[src/rtl/edge_seq_defs.sv]
// Shared definitions for the edge-detector frame sequencer.
// Holds the FSM state encoding, counter widths and the default pass timeout.
// Imported by the sequencer RTL and by its testbench.
package edge_seq_defs;

  // One 640x480 pass takes 2764800 cycles; leave some margin.
  localparam int unsigned DEFAULT_TIMEOUT_CYCLES = 3000000;

  localparam int unsigned TIMER_W = 22;
  localparam int unsigned COUNT_W = 16;
  localparam int unsigned DROP_W  = 8;

  typedef enum logic [1:0] {
    ST_IDLE       = 2'd0,
    ST_WAIT_FRAME = 2'd1,
    ST_START      = 2'd2,
    ST_RUN        = 2'd3
  } state_e;

endpackage

[src/rtl/edge_sequencer.sv]
// Edge-detector frame sequencer.
// Ping-pongs the camera capture bank, launches one edge-detector pass per
// captured frame, flips the displayed edge-map bank when a pass completes,
// and tracks completed passes, dropped camera frames and pass timeouts.
// Ports:
//   clk, reset          - single clock, synchronous active-high reset
//   enable              - level; 1 = keep processing frames
//   frame_done          - pulse: camera finished writing cap_bank
//   ed_done             - pulse: edge-detector pass finished
//   ed_start            - pulse: start an edge-detector pass
//   cap_bank            - bank the camera writes into
//   ed_src_bank         - bank the edge detector reads from
//   disp_bank           - edge-map bank shown on the display
//   busy                - pass in flight (START or RUN)
//   frame_count[15:0]   - completed passes, wraps
//   dropped[7:0]        - camera frames not processed, saturating
//   timeout             - sticky: a pass exceeded TIMEOUT_CYCLES
// TIMEOUT_CYCLES must lie in 1..4194303 (22-bit timer).
module edge_sequencer
  import edge_seq_defs::*;
#(
  parameter int unsigned TIMEOUT_CYCLES = DEFAULT_TIMEOUT_CYCLES
) (
  input  logic        clk,
  input  logic        reset,
  input  logic        enable,
  input  logic        frame_done,
  input  logic        ed_done,
  output logic        ed_start,
  output logic        cap_bank,
  output logic        ed_src_bank,
  output logic        disp_bank,
  output logic        busy,
  output logic [15:0] frame_count,
  output logic [7:0]  dropped,
  output logic        timeout
);

  localparam logic [TIMER_W-1:0] TIMER_LAST = TIMER_W'(TIMEOUT_CYCLES - 1);

  state_e              state_q,       state_d;
  logic                ed_start_q,    ed_start_d;
  logic                cap_bank_q,    cap_bank_d;
  logic                ed_src_bank_q, ed_src_bank_d;
  logic                disp_bank_q,   disp_bank_d;
  logic                busy_q,        busy_d;
  logic [COUNT_W-1:0]  frame_count_q, frame_count_d;
  logic [DROP_W-1:0]   dropped_q,     dropped_d;
  logic                timeout_q,     timeout_d;
  logic [TIMER_W-1:0]  timer_q,       timer_d;

  always_comb begin
    state_d       = state_q;
    ed_start_d    = 1'b0;
    cap_bank_d    = cap_bank_q;
    ed_src_bank_d = ed_src_bank_q;
    disp_bank_d   = disp_bank_q;
    frame_count_d = frame_count_q;
    dropped_d     = dropped_q;
    timeout_d     = timeout_q;
    timer_d       = timer_q;

    case (state_q)
      ST_IDLE: begin
        // frame_done here is deliberately not counted: nothing was armed.
        if (enable) state_d = ST_WAIT_FRAME;
      end
      ST_WAIT_FRAME: begin
        if (!enable) begin
          state_d = ST_IDLE;
        end else if (frame_done) begin
          state_d       = ST_START;
          ed_start_d    = 1'b1;
          cap_bank_d    = ~cap_bank_q;
          ed_src_bank_d = cap_bank_q;
        end
      end
      ST_START: begin
        timer_d = '0;
        state_d = ST_RUN;
      end
      ST_RUN: begin
        timer_d = timer_q + 1'b1;
        // ed_done takes precedence over expiry in the same cycle.
        if (ed_done) begin
          disp_bank_d   = ~disp_bank_q;
          frame_count_d = frame_count_q + 1'b1;
          state_d       = enable ? ST_WAIT_FRAME : ST_IDLE;
        end else if (timer_q == TIMER_LAST) begin
          timeout_d = 1'b1;
          state_d   = enable ? ST_WAIT_FRAME : ST_IDLE;
        end
      end
      default: state_d = ST_IDLE;
    endcase

    if (frame_done && (state_q == ST_START || state_q == ST_RUN)
        && dropped_q != '1) begin
      dropped_d = dropped_q + 1'b1;
    end

    busy_d = (state_d == ST_START) || (state_d == ST_RUN);
  end

  always_ff @(posedge clk) begin
    if (reset) begin
      state_q       <= ST_IDLE;
      ed_start_q    <= 1'b0;
      cap_bank_q    <= 1'b0;
      ed_src_bank_q <= 1'b1;
      disp_bank_q   <= 1'b0;
      busy_q        <= 1'b0;
      frame_count_q <= '0;
      dropped_q     <= '0;
      timeout_q     <= 1'b0;
      timer_q       <= '0;
    end else begin
      state_q       <= state_d;
      ed_start_q    <= ed_start_d;
      cap_bank_q    <= cap_bank_d;
      ed_src_bank_q <= ed_src_bank_d;
      disp_bank_q   <= disp_bank_d;
      busy_q        <= busy_d;
      frame_count_q <= frame_count_d;
      dropped_q     <= dropped_d;
      timeout_q     <= timeout_d;
      timer_q       <= timer_d;
    end
  end

  assign ed_start    = ed_start_q;
  assign cap_bank    = cap_bank_q;
  assign ed_src_bank = ed_src_bank_q;
  assign disp_bank   = disp_bank_q;
  assign busy        = busy_q;
  assign frame_count = frame_count_q;
  assign dropped     = dropped_q;
  assign timeout     = timeout_q;

endmodule

[config.mk]
export PLATFORM = sky130hd
export DESIGN_NAME = edge_sequencer
export DESIGN_NICKNAME = d
export VERILOG_FILES = /design/src/rtl/edge_seq_defs.sv /design/src/rtl/edge_sequencer.sv
export SDC_FILE = /design/constraint.sdc
export NUM_CORES = 1
export LEC_CHECK = 0
export CORE_UTILIZATION = 35
export CTS_BUF_LIST = sky130_fd_sc_hd__clkbuf_8
export CTS_CLUSTER_DIAMETER = 60
export DETAILED_ROUTE_END_ITERATION = 7
export MAX_ROUTING_LAYER = met4
export SLEW_MARGIN = 20
export SYNTH_ARGS = -nofsm -noshare
export SYNTH_HDL_FRONTEND = slang
export SYNTH_SLANG_ARGS = --single-unit
[constraint.sdc]
create_clock -name clk -period 3.3 [get_ports clk]
set_input_delay 0.495 -clock clk [delete_from_list [all_inputs] [get_ports clk]]
set_output_delay 0.495 -clock clk [all_outputs]
set_load 0.01 [all_outputs]
-- Word level (Yosys, flattened, before mapping)
Cells that the tools add are included.
- register bits: 54
- output and inout bits: 30
- logic and storage cells: 44
- add/sub/neg operators: 3
- equality and inequality tests: 7
- mux-type cells: 9
- bitwise gates (word level): 5
- reductions and logical operators: 10
- operator list (cell ; count):
    $pmux W22 S2 ; 1
    $add A22 B1 Y22 const B ; 1
    $eq A22 B22 Y1 const B ; 1
    $add A16 B1 Y16 const B ; 1
    $mux W2 ; 5
    $add A8 B1 Y8 const B ; 1
    $eq A2 B2 Y1 const B ; 4
    $ne A8 B8 Y1 const B ; 1
    $pmux W2 S4 ; 1
    $reduce_and A3 Y1 ; 2
    $not A1 Y1 ; 5
    $reduce_or A3 Y1 ; 1
    $eq A2 B1 Y1 const B ; 1
    $logic_and A1 B1 Y1 ; 2
    $logic_not A2 Y1 ; 1
    $logic_or A1 B1 Y1 ; 2
    $mux W1 ; 2
    $reduce_and A2 Y1 ; 1
    $reduce_bool A2 Y1 ; 1

-- Logic depth before layout (Yosys ltp)
- word-level depth: 6
- mapped depth: 6
- depth with buffers taken out: 5

-- Worst setup path before layout
Ideal clock, no wire load.
- path type: register to register
- start point: reg timer_q[0]
- end point: reg timer_q[20]
- arrival: 1.884 ns
- data required time: 3.230 ns
- path slack: 1.345 ns
- cell stages (with the launch flop): 7
- buffers on the path: 1
- cells stage by stage: dfxtp_1 ha_1 nand2_1 or4_1 buf_2 or4_1 a21oi_1
- longest elaborated chain between the ends: 2
- RTL lines (element ; line ; text):
    start: declaration ; edge_sequencer.sv:50 ; logic [TIMER_W-1:0] timer_q, timer_d;
    start signal: assignment ; edge_sequencer.sv:127 ; timer_q <= timer_d;
    $add A22 B1 Y22 ; edge_sequencer.sv:83 ; timer_d = timer_q + 1'b1;
    $pmux W22 S2 ; edge_sequencer.sv:63 ; case (state_q)
No other way between the ends.
A chain may end at the register's enable or synchronous reset.

-- Worst setup path after layout
Same ends and word-level chain as after synthesis.

==> results.sh <==
export IMPL_status="completed"
export IMPL_grt_max_degree=35
export IMPL_synthTopCellsByCount="dfxtp_1 (54), nor2_1 (36), nand2_1 (17), a21oi_1 (16), nand3_1 (16)"
export IMPL_netlist_top_cells_area="dfxtp_1 (45%), nor2_1 (5.6%), xnor2_1 (5.1%), xor2_1 (4.4%), a21oi_1 (3.3%)"
export IMPL_placementRows=29
export IMPL_drv_cap=0
export IMPL_max_slew_margin_rel_pct=58.6
export IMPL_numCtsBuffers=5
export IMPL_worstSetupStartpointType="register"
export IMPL_fin_skew_ns=0.0101
export IMPL_seq_area_um2=1080
export IMPL_powerDensity_nw_per_um2=377
export IMPL_yosys_cell_count_top_type="dfxtp_1"
export IMPL_ys_ff_latch=54
export IMPL_p_sw_mw=0.247
export IMPL_path_cells="ha_1, nand2_1, or4_1, or4_1, a21oi_1"
export IMPL_setup_viol=0
export IMPL_grt_pass1_vias=1818
export IMPL_tightest_slew_ns=0.616
export IMPL_synth_edf_count=0
export IMPL_multi_input_area_um2=1260
export IMPL_cpPeakStageDelay_ns=0.70
export IMPL_combPwrFrac_pct=4.2
export IMPL_cp_startpoint="timer_q[0]$_SDFFE_PP0N_"
export IMPL_cp_slowest_cell="or4_1"
export IMPL_drive_gt1_share_pct=5.52
export IMPL_end_kind="register"
export IMPL_avgRoutedWirePerCell_um=12.7
export IMPL_period_minus_slack_ns=2.19
export IMPL_rsz0062_at_grt="no"
export IMPL_synth_warnings=0
export IMPL_drv_slew=0
export IMPL_yosysSeqAreaShare_pct=44.9
export IMPL_gp_congestion=0.779
export IMPL_grt_pass1_wl_um=8310
export IMPL_ioPinCount=35
export IMPL_die_area_um2=7220
export IMPL_syn_area_per_cell_um2=8.73
export IMPL_routed_top_layer="met4"
export IMPL_die_w_um=85.0
export IMPL_cts_setup_buffers=0
export IMPL_layout_nets=315
export IMPL_root_buffer="clkbuf_8"
export IMPL_r2r_worst_path_cells=5
export IMPL_drt_iter0_markers=84
export IMPL_fp_coreArea_um2=6490
export IMPL_die_h_um=85.0
export IMPL_r2r_start="timer_q[0]$_SDFFE_PP0N_"
export IMPL_synth_cell_type_count=42
export IMPL_synthArstFlopShare_pct=0
export IMPL_antenna_found_initial=0
export IMPL_crit_type="register to register"
export IMPL_critPathRequiredTime_ns=3.55
export IMPL_crit_end="timer_q[20]$_SDFFE_PP0N_"
export IMPL_syn_num_nets=284
export IMPL_syn_area_um2=2410
export IMPL_dpl_hpwl_um=3420
export IMPL_drtPass1Iterations=5
export IMPL_path_max_fanout=9
export IMPL_timing_rr_end="timer_q[20]$_SDFFE_PP0N_"
export IMPL_p_int_mw=0.848
export IMPL_dr_wl_met2_um=2220
export IMPL_detail_route_antenna_nets=0
export IMPL_min_delay_path_class="register to register"
export IMPL_viasPerCell=5.26
export IMPL_wl_met3_um=160
export IMPL_vias=2025
export IMPL_clkPwrFrac_pct=35.3
export IMPL_wl_um=4880
export IMPL_max_vdd_ir_drop_mv=0.182
export IMPL_p_seq_share_pct=60.5
export IMPL_drc=0
export IMPL_leakage_nw=0.965
export IMPL_area_delta_synth_final_pct=20.7
export IMPL_reg2reg_slack_ns=1.11
export IMPL_htree_levels=2
export IMPL_cp_common_cell="or4_1"
export IMPL_cts_buffer_depth=2
export IMPL_met1_length_um=2450
export IMPL_yosysTopAreaCell="dfxtp_1"
export IMPL_cts_tree="built"
export IMPL_final_util_pct=44.8
export IMPL_fmax_mhz=457
export IMPL_post_cts_resized=0
export IMPL_period_share_pct=66.3
export IMPL_clkTransAtPathRegs_ns=0.10
export IMPL_nFillCells=656
export IMPL_finalHoldViolCount=0
export IMPL_switching_share_pct=22.6
export IMPL_whs_ns=0.483
export IMPL_start_util_pct=37.1
export IMPL_yosysTopAreaCellShare_pct=44.9
export IMPL_insertion_delay_ns=0.31
export IMPL_finalSetupTns_ns=0
export IMPL_diodes=0
export IMPL_ctsHoldBuffers=0
export IMPL_syn_inst=276
export IMPL_cts_sinks=54
export IMPL_yosys_most_used_dff="dfxtp_1"
export IMPL_crit_arrival_ns=2.44
export IMPL_grt_use_total_pct=14.5
export IMPL_portBuffers=34
export IMPL_grt_overflow_total=0
-- kinds of logic after synthesis --
group                    Yosys count  synth area share (%)
XOR/XNOR                          26                  9.45
AND/OR/NAND/NOR                  128                  28.6
multiplexers                       4                  1.77
flip-flops                        54                  44.9
adder cells (fa/ha/maj)            3                  1.56
AO/OA/AOI/OAI                     43                  10.9
buffers and inverters             18                  2.91
-- routing by layer --
| layer | vias to the layer above | GRT usage [%] |
|---|---|---|
| met5 | - | - |
| met2 | 34 | 22.8 |
| li1 | 1050 | - |
| met1 | 935 | 18.6 |
| met3 | 6 | 2.92 |
| met4 | 0 | 4.62 |
-- final cells by class --
| type | count | area share [%] |
|---|---|---|
| multi-input combinational | 204 | 43.2 |
| sequential | 54 | 37.2 |
| clock inverter | 2 | 0.430 |
| inverter | 6 | 0.775 |
| timing repair buffer | 36 | 12.2 |
| clock buffer | 6 | 2.84 |
| tap | 77 | 3.31 |
-- through the flow --
step / instances / total power [mW] / cell area [um^2] / worst slack, ns
floorplan: 276 / 0.705 / 2410 / 1.35
finish: 385 / 1.10 / 2910 / 1.11
CTS: 385 / 1.11 / 2910 / 1.10
global route: 385 / 1.14 / 2910 / 0.953
detailed placement: 377 / 0.725 / 2810 / 0.878
global placement: 377 / 0.725 / 2810 / 0.961
-- power groups by stage --
| stage | registers, mW | logic (mW) | clock network [mW] |
|---|---|---|---|
| floorplan | 0.679 | 0.0262 | 0 |
| global placement | 0.678 | 0.0473 | 0 |
| detailed placement | 0.678 | 0.0473 | 0 |
| CTS | 0.663 | 0.0474 | 0.405 |
| global route | 0.664 | 0.0513 | 0.429 |
| finish | 0.663 | 0.0464 | 0.386 |
-- registers in the layout (all words and copies together) (netlist names) --
| register | count |
|---|---|
| disp_bank | 1 |
| dropped | 8 |
| timeout | 1 |
| frame_count | 16 |
| ed_src_bank | 1 |
| cap_bank | 1 |
| timer_q | 22 |
| busy | 1 |
| state_q | 2 |
| ed_start | 1 |
-- worst min path at each step --
stage                                   startpoint  slack, ns                        to  cells after the start
after detailed placement  ed_src_bank$_SDFFE_PP1P_       0.46  ed_src_bank$_SDFFE_PP1P_                      1
after CTS                 ed_src_bank$_SDFFE_PP1P_       0.49  ed_src_bank$_SDFFE_PP1P_                      1
after global routing      ed_src_bank$_SDFFE_PP1P_       0.53  ed_src_bank$_SDFFE_PP1P_                      1
after floorplan           timer_q[21]$_SDFFE_PP0N_       0.45  timer_q[21]$_SDFFE_PP0N_                      2
final                     ed_src_bank$_SDFFE_PP1P_       0.48  ed_src_bank$_SDFFE_PP1P_                      1
after global placement    ed_src_bank$_SDFFE_PP1P_       0.46  ed_src_bank$_SDFFE_PP1P_                      1
-- cell usage in the layout, fill, tap and decap left out, drive strengths merged, types with 2 or more instances in the layout --
| cell | n |
|---|---|
| nor2b | 4 |
| nand2b | 2 |
| o21ai | 12 |
| nor4 | 4 |
| dfxtp | 54 |
| or4 | 7 |
| mux2 | 2 |
| ha | 3 |
| xor2 | 12 |
| a21oi | 16 |
| inv | 8 |
| or2 | 2 |
| buf | 2 |
| and4 | 4 |
| nand4 | 11 |
| o211ai | 2 |
| o31ai | 5 |
| nor3 | 7 |
| or3 | 8 |
| mux2i | 2 |
| nand3 | 16 |
| and3 | 5 |
| clkbuf | 6 |
| clkdlybuf4s50 | 34 |
| nand2 | 17 |
| xnor2 | 14 |
| nor2 | 36 |
-- worst max-delay path, delay by kind of cell, from the launching register on --
family / cells / cell delay, ns
AND/OR/NAND/NOR: 3 / 1.37
AO/OA/AOI/OAI: 1 / 0.15
flip-flops: 1 / 0.39
adder cells (fa/ha/maj): 1 / 0.21
No activity file was read; power rests on OpenSTA's default activity.
